`config.mk`:
```
export PLATFORM = sky130hd
export DESIGN_NAME = led_pattern_gen
export DESIGN_NICKNAME = d
export VERILOG_FILES = /design/src/rtl/led_pkg.sv /design/src/rtl/led_tick_gen.sv /design/src/rtl/led_pattern_gen.sv
export SDC_FILE = /design/constraint.sdc
export NUM_CORES = 1
export LEC_CHECK = 0
export BUFFER_PORTS_ARGS = -buffer_cell sky130_fd_sc_hd__buf_2
export CORE_UTILIZATION = 40
export CTS_BUF_LIST = sky130_fd_sc_hd__clkbuf_2
export CTS_CLUSTER_DIAMETER = 100
export CTS_CLUSTER_SIZE = 40
export DETAILED_ROUTE_END_ITERATION = 12
export PLACE_DENSITY = 0.66
export SYNTH_ARGS = -nofsm -noshare
export SYNTH_HDL_FRONTEND = slang
export SYNTH_HIERARCHICAL = 1
export SYNTH_SLANG_ARGS = --single-unit
```
`constraint.sdc`:
```
create_clock -name sys_clk -period 7.7 [get_ports sys_clk]
set_input_delay 1.54 -clock sys_clk [delete_from_list [all_inputs] [get_ports sys_clk]]
set_output_delay 1.54 -clock sys_clk [all_outputs]
set_load 0.1 [all_outputs]
```
`src/rtl/led_pkg.sv`:
```
// Shared encodings for the LED pattern generator: pattern modes and ping-pong direction.
package led_pkg;

  localparam logic [1:0] MODE_ROT_L = 2'b00;
  localparam logic [1:0] MODE_ROT_R = 2'b01;
  localparam logic [1:0] MODE_PING  = 2'b10;
  localparam logic [1:0] MODE_BLINK = 2'b11;

  localparam logic [0:0] DIR_UP   = 1'b0;
  localparam logic [0:0] DIR_DOWN = 1'b1;

endpackage

```
`src/rtl/led_tick_gen.sv`:
```
// Step-period counter: runs 0..CNT_MAX while enabled, tick_c marks the terminal count.
module led_tick_gen
  import led_pkg::*;
#(
  parameter int unsigned CNT_MAX = 24_999_999
) (
  input  logic sys_clk,
  input  logic sys_rst,
  input  logic en,
  input  logic clear,
  output logic tick_c
);

  localparam int unsigned CNT_W = (CNT_MAX > 0) ? $clog2(CNT_MAX + 1) : 1;

  logic [CNT_W-1:0] count;

  assign tick_c = en && (count == CNT_W'(CNT_MAX));

  // clear (mode change) outranks the wrap so a re-init always starts a full period
  always_ff @(posedge sys_clk) begin
    if (sys_rst || clear) begin
      count <= '0;
    end else if (tick_c) begin
      count <= '0;
    end else if (en) begin
      count <= count + CNT_W'(1);
    end
  end

endmodule

```
`src/rtl/led_pattern_gen.sv`:
```
// Multi-LED pattern generator (rotate L/R, ping-pong, blink) with run enable, step strobe,
// output polarity and, when LED_PWM_DIM_EN is defined, a PWM duty dimmer on lit LEDs.
module led_pattern_gen
  import led_pkg::*;
#(
  parameter int unsigned LED_NUM    = 4,
  parameter int unsigned CNT_MAX    = 24_999_999,
  parameter bit          ACTIVE_LOW = 1'b1
`ifdef LED_PWM_DIM_EN
  ,
  parameter int unsigned PWM_BITS   = 4
`endif
) (
  input  logic               sys_clk,
  input  logic               sys_rst,
  input  logic               en,
  input  logic [1:0]         mode,
`ifdef LED_PWM_DIM_EN
  input  logic [PWM_BITS-1:0] duty,
`endif
  output logic [LED_NUM-1:0] led_out,
  output logic               step_pulse
);

  localparam logic [LED_NUM-1:0] PAT_INIT = LED_NUM'(1);
  localparam logic [LED_NUM-1:0] PAT_ONES = {LED_NUM{1'b1}};

  logic [1:0]         mode_q;
  logic [LED_NUM-1:0] pattern;
  logic [0:0]         dir;
  logic               tick;
  logic               mode_chg;

  logic [LED_NUM-1:0] pattern_d;
  logic [0:0]         dir_d;
  logic               pulse_d;
  logic               go_up;
  logic [LED_NUM-1:0] shifted;
  logic [LED_NUM-1:0] shown;
  logic [LED_NUM-1:0] lit;
  logic [LED_NUM-1:0] led_d;

  assign mode_chg = (mode != mode_q);

  led_tick_gen #(
    .CNT_MAX (CNT_MAX)
  ) u_tick (
    .sys_clk (sys_clk),
    .sys_rst (sys_rst),
    .en      (en),
    .clear   (mode_chg),
    .tick_c  (tick)
  );

  // next pattern/direction: mode change re-init beats a step
  always_comb begin
    pattern_d = pattern;
    dir_d     = dir;
    pulse_d   = 1'b0;
    go_up     = 1'b0;
    shifted   = pattern;
    if (mode_chg) begin
      pattern_d = (mode == MODE_BLINK) ? PAT_ONES : PAT_INIT;
      dir_d     = DIR_UP;
    end else if (tick) begin
      pulse_d = 1'b1;
      case (mode_q)
        MODE_ROT_L: begin
          if ($onehot(pattern)) begin
            pattern_d = {pattern[LED_NUM-2:0], pattern[LED_NUM-1]};
          end else begin
            pattern_d = PAT_INIT;
            dir_d     = DIR_UP;
          end
        end
        MODE_ROT_R: begin
          if ($onehot(pattern)) begin
            pattern_d = {pattern[0], pattern[LED_NUM-1:1]};
          end else begin
            pattern_d = PAT_INIT;
            dir_d     = DIR_UP;
          end
        end
        MODE_PING: begin
          if (!$onehot(pattern)) begin
            pattern_d = PAT_INIT;
            dir_d     = DIR_UP;
          end else begin
            // turn around on reaching an end so each end LED is shown once per pass
            go_up     = (dir == DIR_UP) ? !pattern[LED_NUM-1] : pattern[0];
            shifted   = go_up ? (pattern << 1) : (pattern >> 1);
            pattern_d = shifted;
            if (go_up) begin
              dir_d = shifted[LED_NUM-1] ? DIR_DOWN : DIR_UP;
            end else begin
              dir_d = shifted[0] ? DIR_UP : DIR_DOWN;
            end
          end
        end
        default: begin
          // anything but all-ones (incl. corrupt values) goes to all-ones
          pattern_d = (pattern == PAT_ONES) ? '0 : PAT_ONES;
        end
      endcase
    end
  end

  assign shown = sys_rst ? PAT_INIT : pattern_d;

`ifdef LED_PWM_DIM_EN
  logic [PWM_BITS-1:0] pwm_cnt;
  logic [PWM_BITS-1:0] pwm_d;

  assign pwm_d = sys_rst ? '0 : pwm_cnt + PWM_BITS'(1);
  assign lit   = (pwm_d < duty) ? shown : '0;

  always_ff @(posedge sys_clk) begin
    pwm_cnt <= pwm_d;
  end
`else
  assign lit = shown;
`endif

  assign led_d = ACTIVE_LOW ? ~lit : lit;

  always_ff @(posedge sys_clk) begin
    mode_q  <= mode;
    led_out <= led_d;
    if (sys_rst) begin
      pattern    <= PAT_INIT;
      dir        <= DIR_UP;
      step_pulse <= 1'b0;
    end else begin
      pattern    <= pattern_d;
      dir        <= dir_d;
      step_pulse <= pulse_d;
    end
  end

endmodule

```
==> reports/qor.yml <==
outcome:
  outcome: "complete, no violations"
critical_path:
  worst_path_max_delay_cell: "fa_1"
  cp-end-kind: "flip-flop"
  arrival_ns: 3.45
  worstPathCellList: "inv_1 > fa_1 > inv_1 > ha_1 > ha_1 > or3b_1 > o31a_1 > o221a_1 > a211o_1"
  crit_type: "reg2reg"
  start_kind: "flip-flop"
  worstPathMaxFanout: 8
  critical_path_required_ns: 7.97
  crit_path_max_incr_delay_ns: 0.56
worst_hold_path:
  min_path_type: "reg2reg"
grt:
  grt_max_degree: 25
  grt_pass1_vias: 1473
  grt_overflow_total: 0
  grt_pass1_wl_mm: 6.851
  antenna_found_initial: 0
  grt_usage_pct: 17.21
routing:
  drc: 0
  viasPerCell: 5.815
  ant_nets: 0
  vias: 1634
  drtIter0Drc: 212
  firstDrtPassIters: 6
  routed_wl_mm: 3.775
  wl_per_cell_um: 13.43
pwr:
  pwr-share-clk_pct: 24.1
  p_int_w: 0.0002319
  ir_drop_uv: 59.21
  swShare_pct: 29.10
  pwr-share-seq_pct: 61.5
  combPwrFrac_pct: 14.5
  p_leak_nw: 0.6663
  p_switching_w: 0.00009517
  p_per_area_nw_per_um2: 162.9
die:
  die_area_um2: 5060
  ios: 10
  initial_core_util_pct: 42.73
  die_w_um: 71.14
  die_h_um: 71.14
  rows: 24
  core_area_um2: 4474
synthesis:
  syn_area_um2: 1912
  synth.avg_cell_area_um2: 8.612
  synthArstFlopShare_pct: 0
  synth_edf_count: 0
  yosys_register_bits: 37
  yosys.cell_types.count: 51
  syn-instance-count: 222
  synth-seq-area-share_pct: 38.74
  ys.flop_type: "dfxtp_1"
  synth_largest_area_cell: "dfxtp_1"
  synth.area.top_cells: "dfxtp_1 (39%), a21oi_1 (4.7%), nor2_1 (3.5%), xor2_1 (3.2%), a211oi_1 (2.7%)"
  synth_top_cell_area_share_pct: 38.74
  ys.warnings.count: 6
  synth_nets: 232
clocking:
  postCtsSetupBuffers: 0
  clock-sinks: 37
  cts_buffers: 5
  h-tree-depth: 2
  cts_resized: 0
  cts-root-buf: "clkbuf_2"
  clk_latency_ns: 0.37
  cts_tree: "done"
  cts.clk_slew.worst_paths_ns: 0.17
  clk_path_buf_depth: 2
  ctsHoldBuffers: 0
finish:
  layout-drive-gt1-share_pct: 10.92
  nNetsFinal: 239
  antennaDiodeCount: 0
  postLayoutCellArea_um2: 2008
  area_delta_synth_final_pct: 5.039
place:
  placed_area_um2: 1974
  place.gp.congestion: 0.8313
  post-dp-hpwl_mm: 2.661
  io_buffer_count: 9
timing:
  hold_violations: 0
  setup_violations: 0
  finalCritPeriodShare_pct: 41.24
  fmax_mhz: 314.9
  slew_headroom_pct: 63.12
  tightest_slew_ns: 0.5494
  rsz0062_at_grt: "false"
  fin_setup_tns_ns: 0
  layout_min_cycle_time_ns: 3.176
  finClkSkew_ns: 0.01101
  slew_violations: 0
job:
  cap_viol_max_count: 0
-- cell families (layout without fill, tap and decap cells) --
group / Yosys count / after routing / synth area share [%]
buffers and inverters: 23 / 30 / 5.432
xor gates and xnor gates: 13 / 13 / 5.956
muxes: 2 / 2 / 1.047
AOI/OAI and AO/OA: 59 / 59 / 20.35
and+or+nand+nor: 83 / 83 / 24.81
adders and majority gates: 5 / 5 / 3.665
DFF: 37 / 37 / 38.74
-- final cells by class --
class	count	area, um^2
well taps	52	65.06
inverters	13	48.80
flip-flops and latches	37	740.7
clock inverters	1	3.754
fillers	460	2466
repair buffers	10	52.55
clock buffers	6	30.03
multi-input cells	162	1067
-- power by group through the flow --
stage / logic [W] / clock network, W / registers [W]
after floorplan: 0.0000327 / 0 / 0.000213
after global placement: 0.0000466 / 0 / 0.000205
after detailed placement: 0.0000472 / 0 / 0.000205
after CTS: 0.0000475 / 0.0000836 / 0.000201
after global routing: 0.0000524 / 0.0000923 / 0.000202
final: 0.0000473 / 0.0000787 / 0.000201
-- cell usage after synthesis (2+ instances only) --
cell type and count:
dfxtp_1 37, a21oi_1 18, nor2_1 18, inv_1 13, nand2_1 13, o21ai_0 9
nand3_1 8, nand4_1 8, a211oi_1 7, xor2_1 7, clkbuf_1 6, nor3_1 6
o31ai_1 6, or3_1 6, or4_1 6, xnor2_1 6, ha_1 4, and4_1 3
a211o_1 2, a22oi_1 2, buf_2 2, buf_6 2, mux2i_1 2, o21ai_1 2
o221ai_1 2, or4b_1 2
-- registers in the layout, indices dropped and copies added (netlist names) --
signal,flops
step_pulse,1
pattern,4
dir,1
mode_q,2
led_out,4
u_tick/count,25
-- final timing paths --
path,from,to,slack [ns],depth (start not counted)
worst max-delay path,pattern[0]$_DFF_P_,led_out[1]$_DFF_P_,4.52,9
worst max register to register,pattern[0]$_DFF_P_,led_out[1]$_DFF_P_,4.52,9
worst min-delay path,u_tick/count[24]$_SDFFE_PP0P_,u_tick/count[24]$_SDFFE_PP0P_,0.51,2
worst min register to register,u_tick/count[24]$_SDFFE_PP0P_,u_tick/count[24]$_SDFFE_PP0P_,0.51,2
-- critical path, delay by kind of cell (launching register included) --
family,cells,cell delay (ns)
buffers and inverters,2,0.21
flip-flops,1,0.50
AO/OA/AOI/OAI,3,0.87
adder cells (fa/ha/maj),3,0.99
AND/OR/NAND/NOR,1,0.52
-- metrics by stage --
| stage | utilization, % | setup WS, ns | cells | power (W) | hold slack [ns] |
|---|---|---|---|---|---|
| after global placement | 44.13 | 4.352 | 274 | 0.0002517 | 0.4710 |
| after CTS | 44.88 | 4.542 | 281 | 0.0003320 | 0.5097 |
| after detailed placement | 44.13 | 4.301 | 274 | 0.0002522 | 0.4883 |
| final | 44.88 | 4.524 | 281 | 0.0003271 | 0.5096 |
| after floorplan | - | 4.526 | 222 | 0.0002453 | 0.4471 |
| after global routing | 44.88 | 4.385 | 281 | 0.0003469 | 0.5372 |
-- layer usage --
layer,wire length [um],track usage (%),vias up
li1,-,-,841
met1,1870,22.92,759
met2,1726,27.24,27
met3,120,4.274,7
met4,57,6.000,0
met5,0,0,-
-- placed cells by master (no fill, tap or decap), types with 2 or more instances in the layout --
cell type / synthesis / routed
a211oi_1: 7 / 7
xor2_1: 7 / 7
nor3_1: 6 / 6
or3_1: 6 / 6
a211o_1: 2 / 2
clkbuf_2: 0 / 6
o221ai_1: 2 / 2
and4_1: 3 / 3
nand4_1: 8 / 8
o31ai_1: 6 / 6
dfxtp_1: 37 / 37
ha_1: 4 / 4
o21ai_1: 2 / 2
xnor2_1: 6 / 6
buf_2: 2 / 9
or4_1: 6 / 6
nand3_1: 8 / 8
nor2_1: 18 / 18
a21oi_1: 18 / 18
mux2i_1: 2 / 2
or4b_1: 2 / 2
a22oi_1: 2 / 2
o21ai_0: 9 / 9
inv_1: 13 / 13
nand2_1: 13 / 13
Note: power is estimated with default switching activity, not from simulation.
